**config.mk**
```make
export PLATFORM = sky130hd
export DESIGN_NAME = btn_conditioner_flat
export DESIGN_NICKNAME = d
export VERILOG_FILES = /design/src/rtl/btn_pkg.sv /design/src/rtl/btn_if.sv /design/src/rtl/btn_channel.sv /design/src/rtl/btn_conditioner.sv /design/src/flat_wrapper.sv
export SDC_FILE = /design/constraint.sdc
export NUM_CORES = 1
export LEC_CHECK = 0
export ABC_AREA = 1
export CAP_MARGIN = 10
export CORE_MARGIN = 2
export CORE_UTILIZATION = 35
export CTS_BUF_LIST = sky130_fd_sc_hd__clkbuf_4
export CTS_CLUSTER_SIZE = 10
export DETAILED_ROUTE_END_ITERATION = 8
export GPL_TIMING_DRIVEN = 0
export HOLD_SLACK_MARGIN = 0.03
export MAX_ROUTING_LAYER = met4
export PLACE_DENSITY = 0.59
export SLEW_MARGIN = 15
export SYNTH_ARGS = -nofsm -noshare
export SYNTH_HDL_FRONTEND = slang
export SYNTH_SLANG_ARGS = --single-unit
```
**constraint.sdc**
```tcl
create_clock -name clk -period 2.1 [get_ports clk]
set_clock_uncertainty 0.1 [all_clocks]
set_input_delay 0.315 -clock clk [delete_from_list [all_inputs] [get_ports clk]]
set_output_delay 0.315 -clock clk [all_outputs]
set_load 0.1 [all_outputs]
```
**src/rtl/btn_pkg.sv**
```systemverilog
// Shared constants and types for the button conditioner: channel index map
// and the per-channel hold-to-repeat state encoding.
package btn_pkg;

   localparam int BTN_UP    = 0;
   localparam int BTN_DOWN  = 1;
   localparam int BTN_LEFT  = 2;
   localparam int BTN_RIGHT = 3;
   localparam int BTN_SEL   = 4;

   typedef enum logic [1:0] {
      IDLE   = 2'd0,
      HOLD   = 2'd1,
      REPEAT = 2'd2
   } rep_state_t;

endpackage

```
**src/rtl/btn_if.sv**
```systemverilog
// Button bundle between the board pins, the conditioner and maze_game.
// Protocol: btn_pulse is a one-cycle strobe with no backpressure (no ready);
// the consumer must take it in the cycle it is high or it is lost.
interface btn_if #(
   parameter int NUM_BTN = 5
);
   logic [NUM_BTN-1:0] btn_raw;
   logic [NUM_BTN-1:0] btn_level;
   logic [NUM_BTN-1:0] btn_pulse;

   modport master (output btn_raw, input btn_level, input btn_pulse);
   modport slave  (input btn_raw, output btn_level, output btn_pulse);
endinterface

```
**src/rtl/btn_channel.sv**
```systemverilog
// One button channel: 2-flop synchronizer, debounce filter and hold-to-repeat
// FSM. o_cand is a combinational pulse candidate for the top-level arbiter.
module btn_channel
   import btn_pkg::*;
#(
   parameter int DEBOUNCE_CYCLES = 1000000,
   parameter int REPEAT_DELAY    = 25000000,
   parameter int REPEAT_RATE     = 7500000,
   parameter bit REPEAT_EN       = 1'b1
) (
   input  logic       i_clk,
   input  logic       i_rst_n,
   input  logic       i_btn_raw,
   output logic       o_level,
   output logic       o_cand,
   output rep_state_t o_state
);

   localparam int DB_W    = $clog2(DEBOUNCE_CYCLES + 1);
   localparam int REP_MAX = (REPEAT_DELAY > REPEAT_RATE) ? REPEAT_DELAY : REPEAT_RATE;
   localparam int REP_W   = $clog2(REP_MAX + 1);

   localparam logic [DB_W-1:0]  DB_LAST    = DB_W'(DEBOUNCE_CYCLES - 1);
   localparam logic [REP_W-1:0] DELAY_LAST = REP_W'(REPEAT_DELAY - 1);
   localparam logic [REP_W-1:0] RATE_LAST  = REP_W'(REPEAT_RATE - 1);
   localparam logic [REP_W-1:0] REP_SAT    = '1;

   logic             r_sync1;
   logic             r_sync2;
   logic [DB_W-1:0]  r_db_cnt;
   logic             r_level;
   rep_state_t       r_state;
   logic [REP_W-1:0] r_rep_cnt;
   logic             w_cand;

   always_ff @(posedge i_clk or negedge i_rst_n) begin
      if (!i_rst_n) begin
         r_sync1  <= 1'b0;
         r_sync2  <= 1'b0;
         r_db_cnt <= '0;
         r_level  <= 1'b0;
      end else begin
         r_sync1 <= i_btn_raw;
         r_sync2 <= r_sync1;
         if (r_sync2 != r_level) begin
            if (r_db_cnt == DB_LAST) begin
               r_level  <= ~r_level;
               r_db_cnt <= '0;
            end else begin
               r_db_cnt <= r_db_cnt + 1'b1;
            end
         end else begin
            r_db_cnt <= '0;
         end
      end
   end

   // A high level seen in IDLE is always the first cycle after the rising edge,
   // because any fall sends the FSM back to IDLE before the level can re-rise.
   always_comb begin
      w_cand = 1'b0;
      case (r_state)
         IDLE:    w_cand = r_level;
         HOLD:    w_cand = r_level && REPEAT_EN && (r_rep_cnt == DELAY_LAST);
         REPEAT:  w_cand = r_level && (r_rep_cnt == RATE_LAST);
         default: w_cand = 1'b0;
      endcase
   end

   always_ff @(posedge i_clk or negedge i_rst_n) begin
      if (!i_rst_n) begin
         r_state   <= IDLE;
         r_rep_cnt <= '0;
      end else if (!r_level) begin
         r_state   <= IDLE;
         r_rep_cnt <= '0;
      end else begin
         case (r_state)
            IDLE: begin
               r_state   <= HOLD;
               r_rep_cnt <= '0;
            end
            HOLD: begin
               if (REPEAT_EN && (r_rep_cnt == DELAY_LAST)) begin
                  r_state   <= REPEAT;
                  r_rep_cnt <= '0;
               end else if (r_rep_cnt != REP_SAT) begin
                  r_rep_cnt <= r_rep_cnt + 1'b1;
               end
            end
            REPEAT: begin
               if (r_rep_cnt == RATE_LAST) begin
                  r_rep_cnt <= '0;
               end else if (r_rep_cnt != REP_SAT) begin
                  r_rep_cnt <= r_rep_cnt + 1'b1;
               end
            end
            default: begin
               r_state   <= IDLE;
               r_rep_cnt <= '0;
            end
         endcase
      end
   end

   assign o_level = r_level;
   assign o_cand  = w_cand;
   assign o_state = r_state;

endmodule

```
**src/rtl/btn_conditioner.sv**
```systemverilog
// Five-button front end for maze_game: per-channel conditioning, then a
// priority one-hot select so at most one move event is issued per cycle.
module btn_conditioner
   import btn_pkg::*;
#(
   parameter int                 NUM_BTN         = 5,
   parameter int                 DEBOUNCE_CYCLES = 1000000,
   parameter int                 REPEAT_DELAY    = 25000000,
   parameter int                 REPEAT_RATE     = 7500000,
   parameter logic [NUM_BTN-1:0] REPEAT_MASK     = 5'b01111
) (
   input  logic                 clk,
   input  logic                 rst_n,
   btn_if.slave                 bus,
   output logic [2*NUM_BTN-1:0] o_dbg_state
);

   logic [NUM_BTN-1:0] w_level;
   logic [NUM_BTN-1:0] w_cand;
   logic [NUM_BTN-1:0] w_sel;
   logic [NUM_BTN-1:0] r_pulse;
   rep_state_t         w_state [NUM_BTN];

   for (genvar gi = 0; gi < NUM_BTN; gi++) begin : g_ch
      btn_channel #(
         .DEBOUNCE_CYCLES (DEBOUNCE_CYCLES),
         .REPEAT_DELAY    (REPEAT_DELAY),
         .REPEAT_RATE     (REPEAT_RATE),
         .REPEAT_EN       (REPEAT_MASK[gi])
      ) u_ch (
         .i_clk     (clk),
         .i_rst_n   (rst_n),
         .i_btn_raw (bus.btn_raw[gi]),
         .o_level   (w_level[gi]),
         .o_cand    (w_cand[gi]),
         .o_state   (w_state[gi])
      );
      assign o_dbg_state[2*gi +: 2] = w_state[gi];
   end

   // Select beats every direction; among directions the lowest index wins.
   // Losers are simply dropped.
   always_comb begin
      w_sel = '0;
      for (int i = NUM_BTN - 1; i >= 0; i--) begin
         if ((i != BTN_SEL) && w_cand[i]) begin
            w_sel    = '0;
            w_sel[i] = 1'b1;
         end
      end
      if (w_cand[BTN_SEL]) begin
         w_sel          = '0;
         w_sel[BTN_SEL] = 1'b1;
      end
   end

   always_ff @(posedge clk or negedge rst_n) begin
      if (!rst_n) r_pulse <= '0;
      else        r_pulse <= w_sel;
   end

   assign bus.btn_level = w_level;
   assign bus.btn_pulse = r_pulse;

endmodule
```
**src/flat_wrapper.sv**
```systemverilog
// flat-port wrapper written by rule: the top's interface ports become plain ports
module btn_conditioner_flat import btn_pkg::*;
#(
   parameter int                 NUM_BTN         = 5,
   parameter int                 DEBOUNCE_CYCLES = 1000000,
   parameter int                 REPEAT_DELAY    = 25000000,
   parameter int                 REPEAT_RATE     = 7500000,
   parameter logic [NUM_BTN-1:0] REPEAT_MASK     = 5'b01111
)
  (clk, rst_n, o_dbg_state, bus_btn_raw, bus_btn_level, bus_btn_pulse);
  btn_if #(.NUM_BTN(NUM_BTN)) bus_i ();
  input  logic clk;
  input  logic rst_n;
  output logic [2*NUM_BTN-1:0] o_dbg_state;
  input wire logic [$bits(bus_i.btn_raw)-1:0] bus_btn_raw;
  output wire logic [$bits(bus_i.btn_level)-1:0] bus_btn_level;
  output wire logic [$bits(bus_i.btn_pulse)-1:0] bus_btn_pulse;
  assign bus_i.btn_raw = bus_btn_raw;
  assign bus_btn_level = bus_i.btn_level;
  assign bus_btn_pulse = bus_i.btn_pulse;
  btn_conditioner #(.NUM_BTN(NUM_BTN), .DEBOUNCE_CYCLES(DEBOUNCE_CYCLES), .REPEAT_DELAY(REPEAT_DELAY), .REPEAT_RATE(REPEAT_RATE), .REPEAT_MASK(REPEAT_MASK)) u_core (.clk(clk), .rst_n(rst_n), .bus(bus_i), .o_dbg_state(o_dbg_state));
endmodule
```
== Word-level counts from Yosys, hierarchy flattened ==
Cells that the tools add are included.

* Add/sub/neg operators: 10
* Eq/ne operators: 43
* Muxes and demuxes: 58
* Bitwise gates (word level): 5
* Reduce and logical (&&, ||, !) cells: 24

{| class="wikitable"
|+ Operator list
! cell !! number
|-
| $mux 25 || 19
|-
| $pmux 25 s2 || 5
|-
| $mux 20 || 10
|-
| $add 25x1->25 const B || 5
|-
| $eq 25x23->1 const B || 5
|-
| $ne 25x25->1 const B || 5
|-
| $add 20x1->20 const B || 5
|-
| $eq 20x20->1 const B || 5
|-
| $eq 25x25->1 const B || 4
|-
| $pmux 2 s3 || 4
|-
| $mux 5 || 4
|-
| $mux 2 || 9
|-
| $reduce_and 2->1 || 9
|-
| $ne 3x3->1 const B || 4
|-
| $pmux 1 s3 || 4
|-
| $eq 2x1->1 const B || 5
|-
| $eq 2x2->1 const B || 5
|-
| $logic_not 2->1 || 5
|-
| $ne 2x2->1 const B || 5
|-
| $logic_and 1x1->1 || 9
|-
| $ne 1x1->1 || 5
|-
| $not 1->1 || 5
|-
| $mux 4 || 1
|-
| $pmux 2 s2 || 1
|-
| 2 further kinds || 2
|}

* Register bits after elaboration: 255
* Output and inout port bits: 20

== Longest topological paths before layout ==
Gate-level depths: netlist of the first run.

* Word-level depth: 8
* Depth in mapped cells: 13

== Modules after synthesis ==
From an unflattened synthesis of the first run, not the netlist that was laid out.

* Cells, all modules: 1,970
* Area total of the unflattened synthesis: 14,273.7 µm²

{| class="wikitable"
|+ By module, submodules not included
! module !! instances !! cells an instance !! area each (µm²) !! sequential area each (µm²)
|-
| btn_channel at u_core.g_ch[1].u_ch ... || 3 || 445 || 3,211.8 || 1,251.2
|-
| btn_channel at u_core.g_ch[0].u_ch || 1 || 445 || 3,173.0 || 1,251.2
|-
| btn_channel at u_core.g_ch[4].u_ch || 1 || 173 || 1,292.5 || 600.6
|-
| btn_conditioner || 1 || 17 || 172.7 || 125.1
|}

== Least setup slack after synthesis of the first run ==
No wires, ideal clock.

* Kind: register to register
* From: register u_core.g_ch[2].u_ch.r_state[0]
* To: register u_core.g_ch[2].u_ch.r_rep_cnt[14]
* Setup time: 0.086 ns
* Arrival time: 2.044 ns
* Setup slack: -0.130 ns
* Cell stages (with the launch flop): 8
* Clock period less this slack: 2.230 ns
* Cells stage by stage: dfrtp_1 inv_1 ha_1 nand2_1 inv_1 nand2_1 buf_4 nor3_1

* Longest elaborated chain between the ends: 3
* Elaborated cells on any way between the ends: 4
* Those cells by class: eq/ne: 2; mux: 2

{| class="wikitable"
|+ RTL lines
! what !! line !! RTL
|-
| from (decl) || btn_channel.sv:32 || <nowiki>rep_state_t r_state;</nowiki>
|-
| from (signal assigned) || btn_channel.sv:72 || <nowiki>r_state <= IDLE;</nowiki>
|-
| from (signal assigned) || btn_channel.sv:75 || <nowiki>r_state <= IDLE;</nowiki>
|-
| from (signal assigned) || btn_channel.sv:80 || <nowiki>r_state <= HOLD;</nowiki>
|-
| $eq 2x2->1 or $eq 2x1->1 (tied branches) || btn_channel.sv:78 || <nowiki>case (r_state)</nowiki>
|-
| $pmux 25 s2 (*) || btn_channel.sv:78 ||
|-
| $mux 25 (*) || btn_channel.sv:74 || <nowiki>end else if (!r_level) begin</nowiki>
|-
| to (signal assigned) || btn_channel.sv:88 || <nowiki>r_rep_cnt <= r_rep_cnt + 1'b1;</nowiki>
|-
| to (signal assigned) || btn_channel.sv:95 || <nowiki>r_rep_cnt <= r_rep_cnt + 1'b1;</nowiki>
|-
| to (decl) || btn_channel.sv:33 || <nowiki>logic [REP_W-1:0] r_rep_cnt;</nowiki>
|}

Every way passes the cells marked *; elsewhere a longest branch is shown, timed or not.
A chain may end at the register's enable or synchronous reset.

== Final worst setup path of the first run ==
* From: register u_core.g_ch[1].u_ch.r_level
* To: output port bus_btn_level[1]

{| class="wikitable"
|+ RTL lines
! what !! line !! RTL
|-
| from (decl) || btn_channel.sv:31 || <nowiki>logic r_level;</nowiki>
|-
| from (signal assigned) || btn_channel.sv:47 || <nowiki>r_level <= ~r_level;</nowiki>
|-
| to (decl) || flat_wrapper.sv:16 || <nowiki>output wire logic [$bits(bus_i.btn_level)-1:0] bus_btn_level;</nowiki>
|}

No word-level cell between the ends.

==> flow_metrics.py, run 1 <==
metrics = {
    "critical_path": {
        "end_kind": "output port",
        "critPathMaxStageDelay_ns": 0.48,
        "r2r_start": "u_core.g_ch[2].u_ch.r_rep_cnt[1]",
        "r2r_cells": 11,
        "critPathLaunch": "u_core.g_ch[1].u_ch.o_level",
        "arrival_ns": 1.59,
        "cp_cell_sequence": "buf_4 > buf_6",
        "reg2reg_slack_ns": 0.14,
        "worstSetupPathDepth": 2,
        "crit_fanout": 7,
        "worstPathBufferInverterCount": 2,
        "startpoint_type": "flop",
        "critPathTopFamily": "flip-flops",
        "worstSetupEndpoint": "bus_btn_level[1]",
        "slowest_stage": "dfrtp_2",
        "critical_path_class": "reg -> out",
        "crit_required_ns": 1.68,
        "reg2reg_to": "u_core.g_ch[2].u_ch.r_rep_cnt[20]",
    },
    "clock_network": {
        "cts_tree": "done",
        "cts.sinks": 229,
        "clockBufferDepth": 3,
        "htreeDepth": 3,
        "cts-root-buf": "clkbuf_4",
        "cts_inserted_buffers": 67,
        "clkLatencyLatePin_ns": 0.71,
        "clk_pin_slew_worst_paths_ns": 0.06,
    },
    "synth": {
        "yosysWarnings": 0,
        "synthTopCellsByCount": "nor2_1, nand2_1, dfrtp_1",
        "ys.flop_type": "dfrtp_1",
        "yosysMostFrequentCell": "nor2_1",
        "syn_nets": 1735,
        "yosysTopAreaCell": "dfrtp_1",
        "ys_seq_area_frac": 0.440,
        "synth.distinct_cells": 43,
        "synthesis.area_sq_mm": 0.0130,
        "synth_area_leaders": "dfrtp_1, nor2_1, nand2_1",
        "netlist.area_leader.share": 0.440,
        "synth.ff_latch_count": 229,
        "async_flop_share": 1.00,
        "synth_cells": 1699,
        "syn_avg_cell_area_sq_um": 7.66,
        "synth_edf_count": 0,
    },
    "global_routing": {
        "grt_max_degree": 73,
        "grt.overflow.total": 0,
        "antenna_found_initial": 1,
        "track_usage": 0.166,
        "grt_pass1_vias": 11100,
        "grt_pass1_wl_um": 51900,
    },
    "final_layout": {
        "nNetsFinal": 1850,
        "seq_area_sq_mm": 0.00574,
        "multiInputGateArea_sq_mm": 0.00642,
        "area_delta_synth_final_pct": 16.2,
        "fillers": 3794,
        "drive_above_1_share": 0.138,
    },
    "power": {
        "p_per_area_mw_per_mm2": 600,
        "finalPower_w": 0.00907,
        "power.leakage_nw": 6.54,
        "seq_power_share": 0.493,
        "switching_share": 0.238,
        "switchingPower_w": 0.00216,
        "internal-power_w": 0.00691,
        "p_clk_frac": 0.481,
        "p_comb_frac": 0.026,
        "ir_worst_vdd_uv": 318,
    },
    "drt": {
        "drt-vias-per-instance": 4.86,
        "drt-initial-drc-count": 662,
        "wl_per_cell_um": 12.9,
        "vias": 11300,
        "dr.pass1.iters": 7,
        "drcViolationCount": 0,
        "drt_wl_total_um": 30100,
        "ant_nets": 0,
    },
    "floorplan": {
        "die-area_sq_mm": 0.0387,
        "initial_utilization": 0.355,
        "io_pins": 27,
        "die_h_um": 197,
        "std_cell_rows": 70,
        "die_w_um": 197,
        "core_area_sq_mm": 0.0366,
    },
    "sta": {
        "slew-limit-headroom": 0.567,
        "setup_tns_ns": 0,
        "hold_viol": 0,
        "setup_viol": 0,
        "fmax_mhz": 500,
        "finalMaxSlewViolations": 0,
        "period_minus_slack_ns": 2.00,
        "worst_slew_pin_slew_ns": 0.644,
        "period_share": 0.953,
        "hold_ws_ns": 0.247,
    },
    "worst_hold_path": {
        "hp-class": "reg -> reg",
    },
    "run_status": {
        "status": "complete, no violations",
    },
    "job": {
        "maxCapViolCount": 0,
    },
    "placed_design": {
        "io_buffers": 25,
        "dp_hpwl_um": 21600,
        "gp_congestion": 0.920,
    },
}
layout make-up:
cell class / instances / share of cell area
Timing Repair Buffer: 46 / 0.0305
Antenna cell: 2 / 0.000331
Multi-Input combinational cell: 1219 / 0.425
Clock inverter: 10 / 0.00447
Inverter: 225 / 0.0559
Clock buffer: 106 / 0.0526
Sequential cell: 229 / 0.380
Buffer: 26 / 0.0130
Tap cell: 468 / 0.0387
repair_timing:
action / in CTS / in global routing
resized for setup: 97 / 39
setup endpoints to repair: 45 / 103
endpoints found under the hold margin: 180 / 0
setup buffers: 0 / 10
pin swaps: 0 / 5
hold buffers: 8 / 0
through the flow:
step | cells | cell area (sq um) | util | worst slack [ns]
6_report | 2331 | 15100 | 0.413 | 0.0997
5_1_grt | 2330 | 15100 | 0.413 | -0.00291
4_1_cts | 2319 | 14900 | 0.406 | 0.00605
3_5_place_dp | 2195 | 13900 | 0.381 | -0.178
3_3_place_gp | 2192 | 13900 | 0.379 | -10.39
2_1_floorplan | 1699 | 13000 | - | 0.00107
power by group through the flow:
stage               combinational (W)  clock (W)  sequential [W]
finish                       0.000239    0.00436         0.00447
global route                 0.000281    0.00478         0.00447
CTS                          0.000249    0.00456         0.00447
global placement             0.000209          0         0.00455
floorplan                   0.0000851          0         0.00454
detailed placement           0.000232          0         0.00455
worst register-to-register path, stage by stage (launching register included):
cell	delay, ns
dfrtp_1	0.41
ha_4	0.17
nand3_2	0.12
inv_2	0.10
nand3_1	0.07
nor2_1	0.15
nand2_1	0.11
nand2_1	0.15
nand2_4	0.11
nand2_4	0.10
buf_4	0.17
nor2_1	0.06
layer usage:
| layer | up-vias | GRT usage | routed length (um) |
|---|---|---|---|
| li1 | 5734 | - | - |
| met1 | 5263 | 0.212 | 14200 |
| met2 | 234 | 0.256 | 13400 |
| met3 | 89 | 0.0376 | 1450 |
| met4 | 0 | 0.0666 | 1040 |
| met5 | - | - | 0 |
sequential cells by signal, summed over array words and instances, names as in the netlist:
| signal | flops |
|---|---|
| u_core.g_ch.u_ch.o_level | 5 |
| u_core.g_ch.u_ch.r_rep_cnt | 100 |
| u_core.g_ch.u_ch.r_sync1 | 5 |
| u_core.bus.btn_pulse | 5 |
| u_core.g_ch.u_ch.r_sync2 | 5 |
| u_core.g_ch.u_ch.o_state | 9 |
| u_core.g_ch.u_ch.r_db_cnt | 100 |
worst min-delay path by stage:
stage,end,from,cells past startpoint
floorplan,u_core.bus.btn_pulse[0],rst_n,0
global placement,u_core.g_ch[2].u_ch.r_sync2,u_core.g_ch[2].u_ch.r_sync1,0
detailed placement,u_core.g_ch[3].u_ch.r_rep_cnt[16],rst_n,1
CTS,u_core.g_ch[3].u_ch.r_sync2,u_core.g_ch[3].u_ch.r_sync1,0
global route,u_core.g_ch[3].u_ch.r_sync2,u_core.g_ch[3].u_ch.r_sync1,0
finish,u_core.g_ch[3].u_ch.r_sync2,u_core.g_ch[3].u_ch.r_sync1,0
layout by cell type, fill, tap and decap left out, types with 4 or more instances in the layout:
cell,netlist,layout
buf_4,11,22
nand2_4,1,4
o21ai_1,7,7
inv_2,9,11
nor3b_2,3,4
nand3_1,114,112
a21oi_1,77,77
a31oi_1,8,8
dfrtp_2,0,9
ha_1,29,26
nand2_1,321,315
nor2_2,5,5
clkinv_1,0,6
nor2_1,326,323
xor2_1,64,64
nor3_2,15,13
clkbuf_4,0,106
buf_6,3,8
xnor2_1,25,25
clkdlybuf4s50_1,0,5
nand2_2,7,10
nor2_4,5,8
buf_2,9,16
o21ai_0,16,16
inv_1,216,216
clkdlybuf4s15_2,0,5
nor3_1,79,78
nor4_1,16,15
dlygate4sd3_1,0,7
nor3b_1,13,12
nand3_2,7,6
nand4_1,54,54
dfrtp_1,229,220
mux2_2,4,4
logic make-up (layout without fill, tap and decap cells):
logic type / after synthesis / count (layout) / synth area share
buffers and inverters: 251 / 413 / 0.0783
other: 1 / 3 / 0.000288
muxes: 5 / 5 / 0.00423
adders and majority gates: 29 / 29 / 0.0279
AOI/OAI and AO/OA: 118 / 118 / 0.0491
DFF: 229 / 229 / 0.440
and+or+nand+nor: 977 / 977 / 0.340
xor gates and xnor gates: 89 / 89 / 0.0599
No activity file was read; power rests on OpenSTA's default activity.
==> run 2: changes to the inputs <==
--- a/config.mk
+++ b/config.mk
@@ -8,14 +8,14 @@
 export ABC_AREA = 1
 export CAP_MARGIN = 10
 export CORE_MARGIN = 2
-export CORE_UTILIZATION = 35
+export CORE_UTILIZATION = 40
 export CTS_BUF_LIST = sky130_fd_sc_hd__clkbuf_4
 export CTS_CLUSTER_SIZE = 10
 export DETAILED_ROUTE_END_ITERATION = 8
 export GPL_TIMING_DRIVEN = 0
 export HOLD_SLACK_MARGIN = 0.03
 export MAX_ROUTING_LAYER = met4
-export PLACE_DENSITY = 0.59
+export PLACE_DENSITY = 0.64
 export SLEW_MARGIN = 15
 export SYNTH_ARGS = -nofsm -noshare
 export SYNTH_HDL_FRONTEND = slang
==> run 2 against run 1 <==
Non-clock buffer count is the same. Highest routed layer unchanged. Maximum frequency shrank 0.99%. Global-route usage grew 2.3 points. Largest power group unchanged. Largest cell class unchanged. Register-to-register slack is essentially flat. Total power shrank 1.3%.
==> flow_metrics.py, run 2 (synthesis gave the netlist of run 1 again) <==
metrics = {
    "global_routing": {
        "grt_pass1_vias": 11000,
        "antenna_found_initial": 1,
        "grt_pass1_wl_um": 51500,
        "grt_max_degree": 102,
        "track_usage": 0.189,
        "grt.overflow.total": 0,
    },
    "job": {
        "maxCapViolCount": 0,
    },
    "final_layout": {
        "drive_above_1_share": 0.134,
        "area_delta_synth_final_pct": 15.5,
        "nNetsFinal": 1850,
        "final_cell_mix": "nor2_1, nand2_1, dfrtp_1",
        "layout_commonest_cell": "nor2_1",
        "fin_area_sq_mm": 0.0150,
    },
    "power": {
        "p_comb_frac": 0.026,
        "switchingPower_w": 0.00217,
        "p_per_area_mw_per_mm2": 595,
        "finalPower_w": 0.00895,
        "ir_worst_vdd_uv": 354,
        "power.leakage_nw": 6.46,
        "p_clk_frac": 0.475,
        "seq_power_share": 0.500,
        "internal-power_w": 0.00678,
        "switching_share": 0.242,
    },
    "critical_path": {
        "critPathMaxStageDelay_ns": 0.55,
        "slowest_stage": "clkdlybuf4s18_2",
        "arrival_ns": 1.61,
        "crit_fanout": 4,
        "cp_cell_sequence": "clkdlybuf4s18_2",
        "startpoint_type": "flop",
        "critPathTopFamily": "buffers and inverters",
        "end_kind": "output port",
        "critical_path_class": "reg -> out",
        "crit_required_ns": 1.68,
        "worstPathBufferInverterCount": 1,
    },
    "drt": {
        "drt_wl_total_um": 30000,
        "ant_nets": 0,
        "dr.pass1.iters": 5,
        "drt-vias-per-instance": 4.91,
        "drcViolationCount": 0,
        "drt-initial-drc-count": 752,
        "wl_per_cell_um": 13.0,
        "vias": 11300,
    },
    "sta": {
        "slew-limit-headroom": 0.611,
        "finalMaxSlewViolations": 0,
        "fmax_mhz": 495,
        "rsz0062_at_grt": "yes",
        "hold_viol": 0,
        "period_minus_slack_ns": 2.02,
        "worst_slew_pin_slew_ns": 0.579,
        "setup_viol": 0,
        "period_share": 0.962,
    },
    "run_status": {
        "status": "complete, no violations",
    },
    "floorplan": {
        "die_h_um": 184,
        "std_cell_rows": 66,
        "io_pins": 27,
        "die_w_um": 184,
        "initial_utilization": 0.403,
        "core_area_sq_mm": 0.0323,
        "die-area_sq_mm": 0.0340,
    },
    "clock_network": {
        "clockBufferDepth": 3,
        "cts.sinks": 229,
        "cts-root-buf": "clkbuf_4",
        "htreeDepth": 3,
        "clkLatencyLatePin_ns": 0.69,
        "cts_tree": "done",
        "clk_pin_slew_worst_paths_ns": 0.06,
        "cts_inserted_buffers": 67,
    },
    "worst_hold_path": {
        "hp-class": "reg -> reg",
    },
    "placed_design": {
        "gp_congestion": 0.911,
        "io_buffers": 25,
        "dp_hpwl_um": 21300,
        "placed_area_sq_mm": 0.0139,
    },
}
-- run 2: cell types whose count changed in the layout (fill, tap and decap cells not counted), moves of 3 or more --
cell,delta
clkbuf_4,-15
clkinv_1,+10
buf_2,-5
buf_4,+5
nand2_2,+4
clkinv_2,+3
-- run 2: layer usage --
layer | up-vias | GRT usage | share of wire
li1 | 5743 | - | -
met1 | 5282 | 0.250 | 0.48
met2 | 233 | 0.293 | 0.46
met3 | 64 | 0.0332 | 0.043
met4 | 0 | 0.0650 | 0.023
met5 | - | - | 0
-- run 2: stage by stage --
stage	util	worst slack [ns]	TNS [ns]	std cells	hold WS [ns]
3_3_place_gp	0.428	-10.34	-2162.52	2166	0.235
3_5_place_dp	0.430	-0.165	-1.65	2168	0.121
2_1_floorplan	-	0.00107	0	1699	-0.0806
4_1_cts	0.458	0.00677	0	2292	0.251
5_1_grt	0.465	-0.0367	-0.0367	2304	0.261
6_report	0.465	0.0796	0	2304	0.248
-- run 2: power groups by stage --
stage / Combinational (W) / Sequential (W) / Clock [W]
4_1_cts: 0.000241 / 0.00447 / 0.00444
3_3_place_gp: 0.000207 / 0.00455 / 0
3_5_place_dp: 0.000225 / 0.00455 / 0
6_report: 0.000231 / 0.00447 / 0.00425
2_1_floorplan: 0.0000851 / 0.00454 / 0
5_1_grt: 0.000274 / 0.00447 / 0.00466
-- run 2: layout make-up --
cell class / count / area [sq um]
inverters: 225 / 845
clock inverters: 25 / 163
plain buffers: 26 / 203
fillers: 3221 / 17300
multi-input cells: 1219 / 6390
flip-flops and latches: 229 / 5740
clock buffers: 91 / 683
repair buffers: 46 / 448
diodes: 1 / 2.50
well taps: 442 / 553
-- run 2: worst reg2reg max path, delay by kind of cell (launching register included) --
kind	cells	cell delay (ns)
buffers and inverters	1	0.19
flip-flops	1	0.41
adder cells (fa/ha/maj)	1	0.17
AND/OR/NAND/NOR	8	0.96
-- run 2: timing repair --
action | in CTS | in global routing
endpoints found under the hold margin | 143 | 0
pin swaps | 0 | 4
gates resized for setup | 89 | 43
setup endpoints to repair | 39 | 113
hold buffers | 8 | 0
buffers inserted | 0 | 11
-- run 2: final timing paths --
| kind | slack (ns) | start | to | cells after the start |
|---|---|---|---|---|
| min in group asynchronous | 0.63 | rst_n | u_core.g_ch[0].u_ch.r_rep_cnt[20] | 4 |
| hold / removal | 0.25 | u_core.g_ch[4].u_ch.r_sync1 | u_core.g_ch[4].u_ch.r_sync2 | 0 |
| setup reg to reg | 0.13 | u_core.g_ch[2].u_ch.r_rep_cnt[1] | u_core.g_ch[2].u_ch.r_rep_cnt[17] | 10 |
| hold reg to reg | 0.25 | u_core.g_ch[4].u_ch.r_sync1 | u_core.g_ch[4].u_ch.r_sync2 | 0 |
| max in group asynchronous | 0.31 | rst_n | u_core.g_ch[4].u_ch.r_db_cnt[13] | 5 |
| setup / recovery | 0.08 | u_core.g_ch[3].u_ch.o_state[0] | o_dbg_state[6] | 1 |
==> run 3: changes to the inputs <==
--- a/config.mk
+++ b/config.mk
@@ -7,7 +7,6 @@
 export LEC_CHECK = 0
 export ABC_AREA = 1
 export CAP_MARGIN = 10
-export CORE_MARGIN = 2
 export CORE_UTILIZATION = 40
 export CTS_BUF_LIST = sky130_fd_sc_hd__clkbuf_4
 export CTS_CLUSTER_SIZE = 10
@@ -16,7 +15,9 @@
 export HOLD_SLACK_MARGIN = 0.03
 export MAX_ROUTING_LAYER = met4
 export PLACE_DENSITY = 0.64
+export SKIP_LAST_GASP = 1
 export SLEW_MARGIN = 15
 export SYNTH_ARGS = -nofsm -noshare
 export SYNTH_HDL_FRONTEND = slang
 export SYNTH_SLANG_ARGS = --single-unit
+export TNS_END_PERCENT = 5
==> run 3 against run 2 <==
The flow now finishes with violations (setup timing). Utilization is 0.12 points higher. Final cell count fell by 0.65%. Largest power group unchanged. Die area is 2.2% lower. Routed wire length is 3.1% lower.
==> flow_metrics.py, run 3 (synthesis gave the netlist of run 1 again) <==
metrics = {
    "final_layout": {
        "drive_above_1_share": 0.117,
        "area_delta_synth_final_pct": 14.0,
        "multiInputGateArea_sq_mm": 0.00628,
        "nNetsFinal": 1840,
        "fin_util": 0.467,
        "fillers": 3196,
        "seq_area_sq_mm": 0.00573,
        "layout_commonest_cell": "nor2_1",
        "fin_area_sq_mm": 0.0148,
        "final_cell_mix": "nor2_1, nand2_1, dfrtp_1",
    },
    "critical_path": {
        "arrival_ns": 1.81,
        "cp_cell_sequence": "dlygate4sd2_1",
        "reg2reg_slack_ns": -0.02,
        "worstSetupPathDepth": 1,
        "end_kind": "output port",
        "crit_fanout": 1,
        "worstSetupEndpoint": "bus_btn_pulse[3]",
        "r2r_start": "u_core.g_ch[2].u_ch.r_rep_cnt[1]",
        "slowest_stage": "dlygate4sd2_1",
        "r2r_cells": 11,
        "startpoint_type": "flop",
        "worstPathBufferInverterCount": 1,
        "crit_required_ns": 1.68,
        "critical_path_class": "reg -> out",
        "critPathLaunch": "u_core.bus.btn_pulse[3]",
        "critPathTopFamily": "buffers and inverters",
        "reg2reg_to": "u_core.g_ch[2].u_ch.r_rep_cnt[20]",
        "critPathMaxStageDelay_ns": 0.84,
    },
    "floorplan": {
        "std_cell_rows": 65,
        "core_area_sq_mm": 0.0318,
        "die_w_um": 182,
        "die_h_um": 182,
        "initial_utilization": 0.409,
        "io_pins": 27,
        "die-area_sq_mm": 0.0333,
    },
    "clock_network": {
        "htreeDepth": 3,
        "cts.sinks": 229,
        "cts-root-buf": "clkbuf_4",
        "clockBufferDepth": 3,
        "clk_pin_slew_worst_paths_ns": 0.06,
        "cts_inserted_buffers": 66,
        "cts_tree": "done",
        "clkLatencyLatePin_ns": 0.67,
    },
    "sta": {
        "period_share": 1.06,
        "hold_viol": 0,
        "slew-limit-headroom": 0.368,
        "fmax_mhz": 450,
        "setup_viol": 15,
        "worst_slew_pin_slew_ns": 0.952,
        "hold_ws_ns": 0.0890,
        "layout_setup_ws_ns": -0.122,
        "period_minus_slack_ns": 2.22,
        "finalMaxSlewViolations": 0,
        "rsz0062_at_grt": "yes",
        "setup_tns_ns": -0.771,
    },
    "drt": {
        "vias": 11200,
        "wl_per_cell_um": 12.7,
        "ant_nets": 0,
        "drt_wl_total_um": 29000,
        "drt-initial-drc-count": 694,
        "drcViolationCount": 0,
        "drt-vias-per-instance": 4.89,
        "dr.pass1.iters": 5,
    },
    "job": {
        "maxCapViolCount": 0,
    },
    "placed_design": {
        "io_buffers": 25,
        "dp_hpwl_um": 20800,
        "pre_cts_ws_ns": -0.111,
        "gp_congestion": 0.946,
        "placed_area_sq_mm": 0.0139,
    },
    "power": {
        "p_per_area_mw_per_mm2": 602,
        "power.leakage_nw": 6.40,
        "ir_worst_vdd_uv": 486,
    },
    "global_routing": {
        "grt_pass1_vias": 10900,
        "antenna_found_initial": 1,
        "grt.overflow.total": 0,
        "grt_pass1_wl_um": 51300,
        "grt_max_degree": 101,
        "track_usage": 0.191,
    },
    "run_status": {
        "status": "finished with violations",
        "violations": "setup timing",
    },
    "worst_hold_path": {
        "hp-class": "in -> async",
    },
}
==> run 3: changes by cell type in the layout (fill, tap and decap cells not counted), sizes merged, moves of 2 or more <==
cell and change:
buf -16, clkbuf +5, clkdlybuf4s15 +8, clkdlybuf4s18 -2, clkinv -5, inv +2
==> run 3: metal layers <==
layer  GRT usage  part of all wire  vias to the layer above
li1            -                 -                     5717
met1       0.248              0.47                     5167
met3      0.0337             0.042                       64
met4      0.0780             0.030                        0
met5           -                 0                        -
met2       0.296              0.45                      246
==> run 3: per-stage QoR <==
| step | power [W] | instances |
|---|---|---|
| final | 0.00894 | 2289 |
| after global routing | 0.00946 | 2289 |
| after CTS | 0.00918 | 2283 |
| after detailed placement | 0.00477 | 2161 |
| after global placement | 0.00476 | 2159 |
| after floorplan | 0.00463 | 1699 |
==> run 3: worst min-delay path by stage <==
stage                                 from                                 to  slack, ns
2_1_floorplan                        rst_n            u_core.bus.btn_pulse[0]      -0.08
3_3_place_gp   u_core.g_ch[0].u_ch.r_sync1        u_core.g_ch[0].u_ch.r_sync2       0.23
3_5_place_dp                         rst_n  u_core.g_ch[3].u_ch.r_rep_cnt[21]       0.20
4_1_cts                              rst_n  u_core.g_ch[3].u_ch.r_rep_cnt[21]       0.06
5_1_grt                              rst_n  u_core.g_ch[3].u_ch.r_rep_cnt[14]       0.09
6_report                             rst_n  u_core.g_ch[3].u_ch.r_rep_cnt[21]       0.09
==> run 3: power by group <==
part / internal [W] / leakage (nW) / switching, W
Combinational: 0.0000633 / 2.73 / 0.000158
Sequential: 0.00445 / 3.16 / 0.0000236
Clock: 0.00233 / 0.509 / 0.00192
==> run 3: layout make-up <==
| class | instances | share of cell area |
|---|---|---|
| antenna | 2 | 0.000337 |
| sequential | 229 | 0.386 |
| multi-input combinational | 1219 | 0.423 |
| clock buffer | 95 | 0.0481 |
| timing repair buffer | 37 | 0.0266 |
| inverter | 225 | 0.0569 |
| buffer | 26 | 0.0122 |
| clock inverter | 21 | 0.00936 |
| tap | 435 | 0.0367 |
==> run 3: repair_timing <==
item	CTS	global route
gates cloned	0	0
resized for setup	55	12
buffers inserted	0	4
endpoints found under the hold margin	226	0
hold buffers	6	0
setup endpoints to repair	42	129
pin swaps	0	2
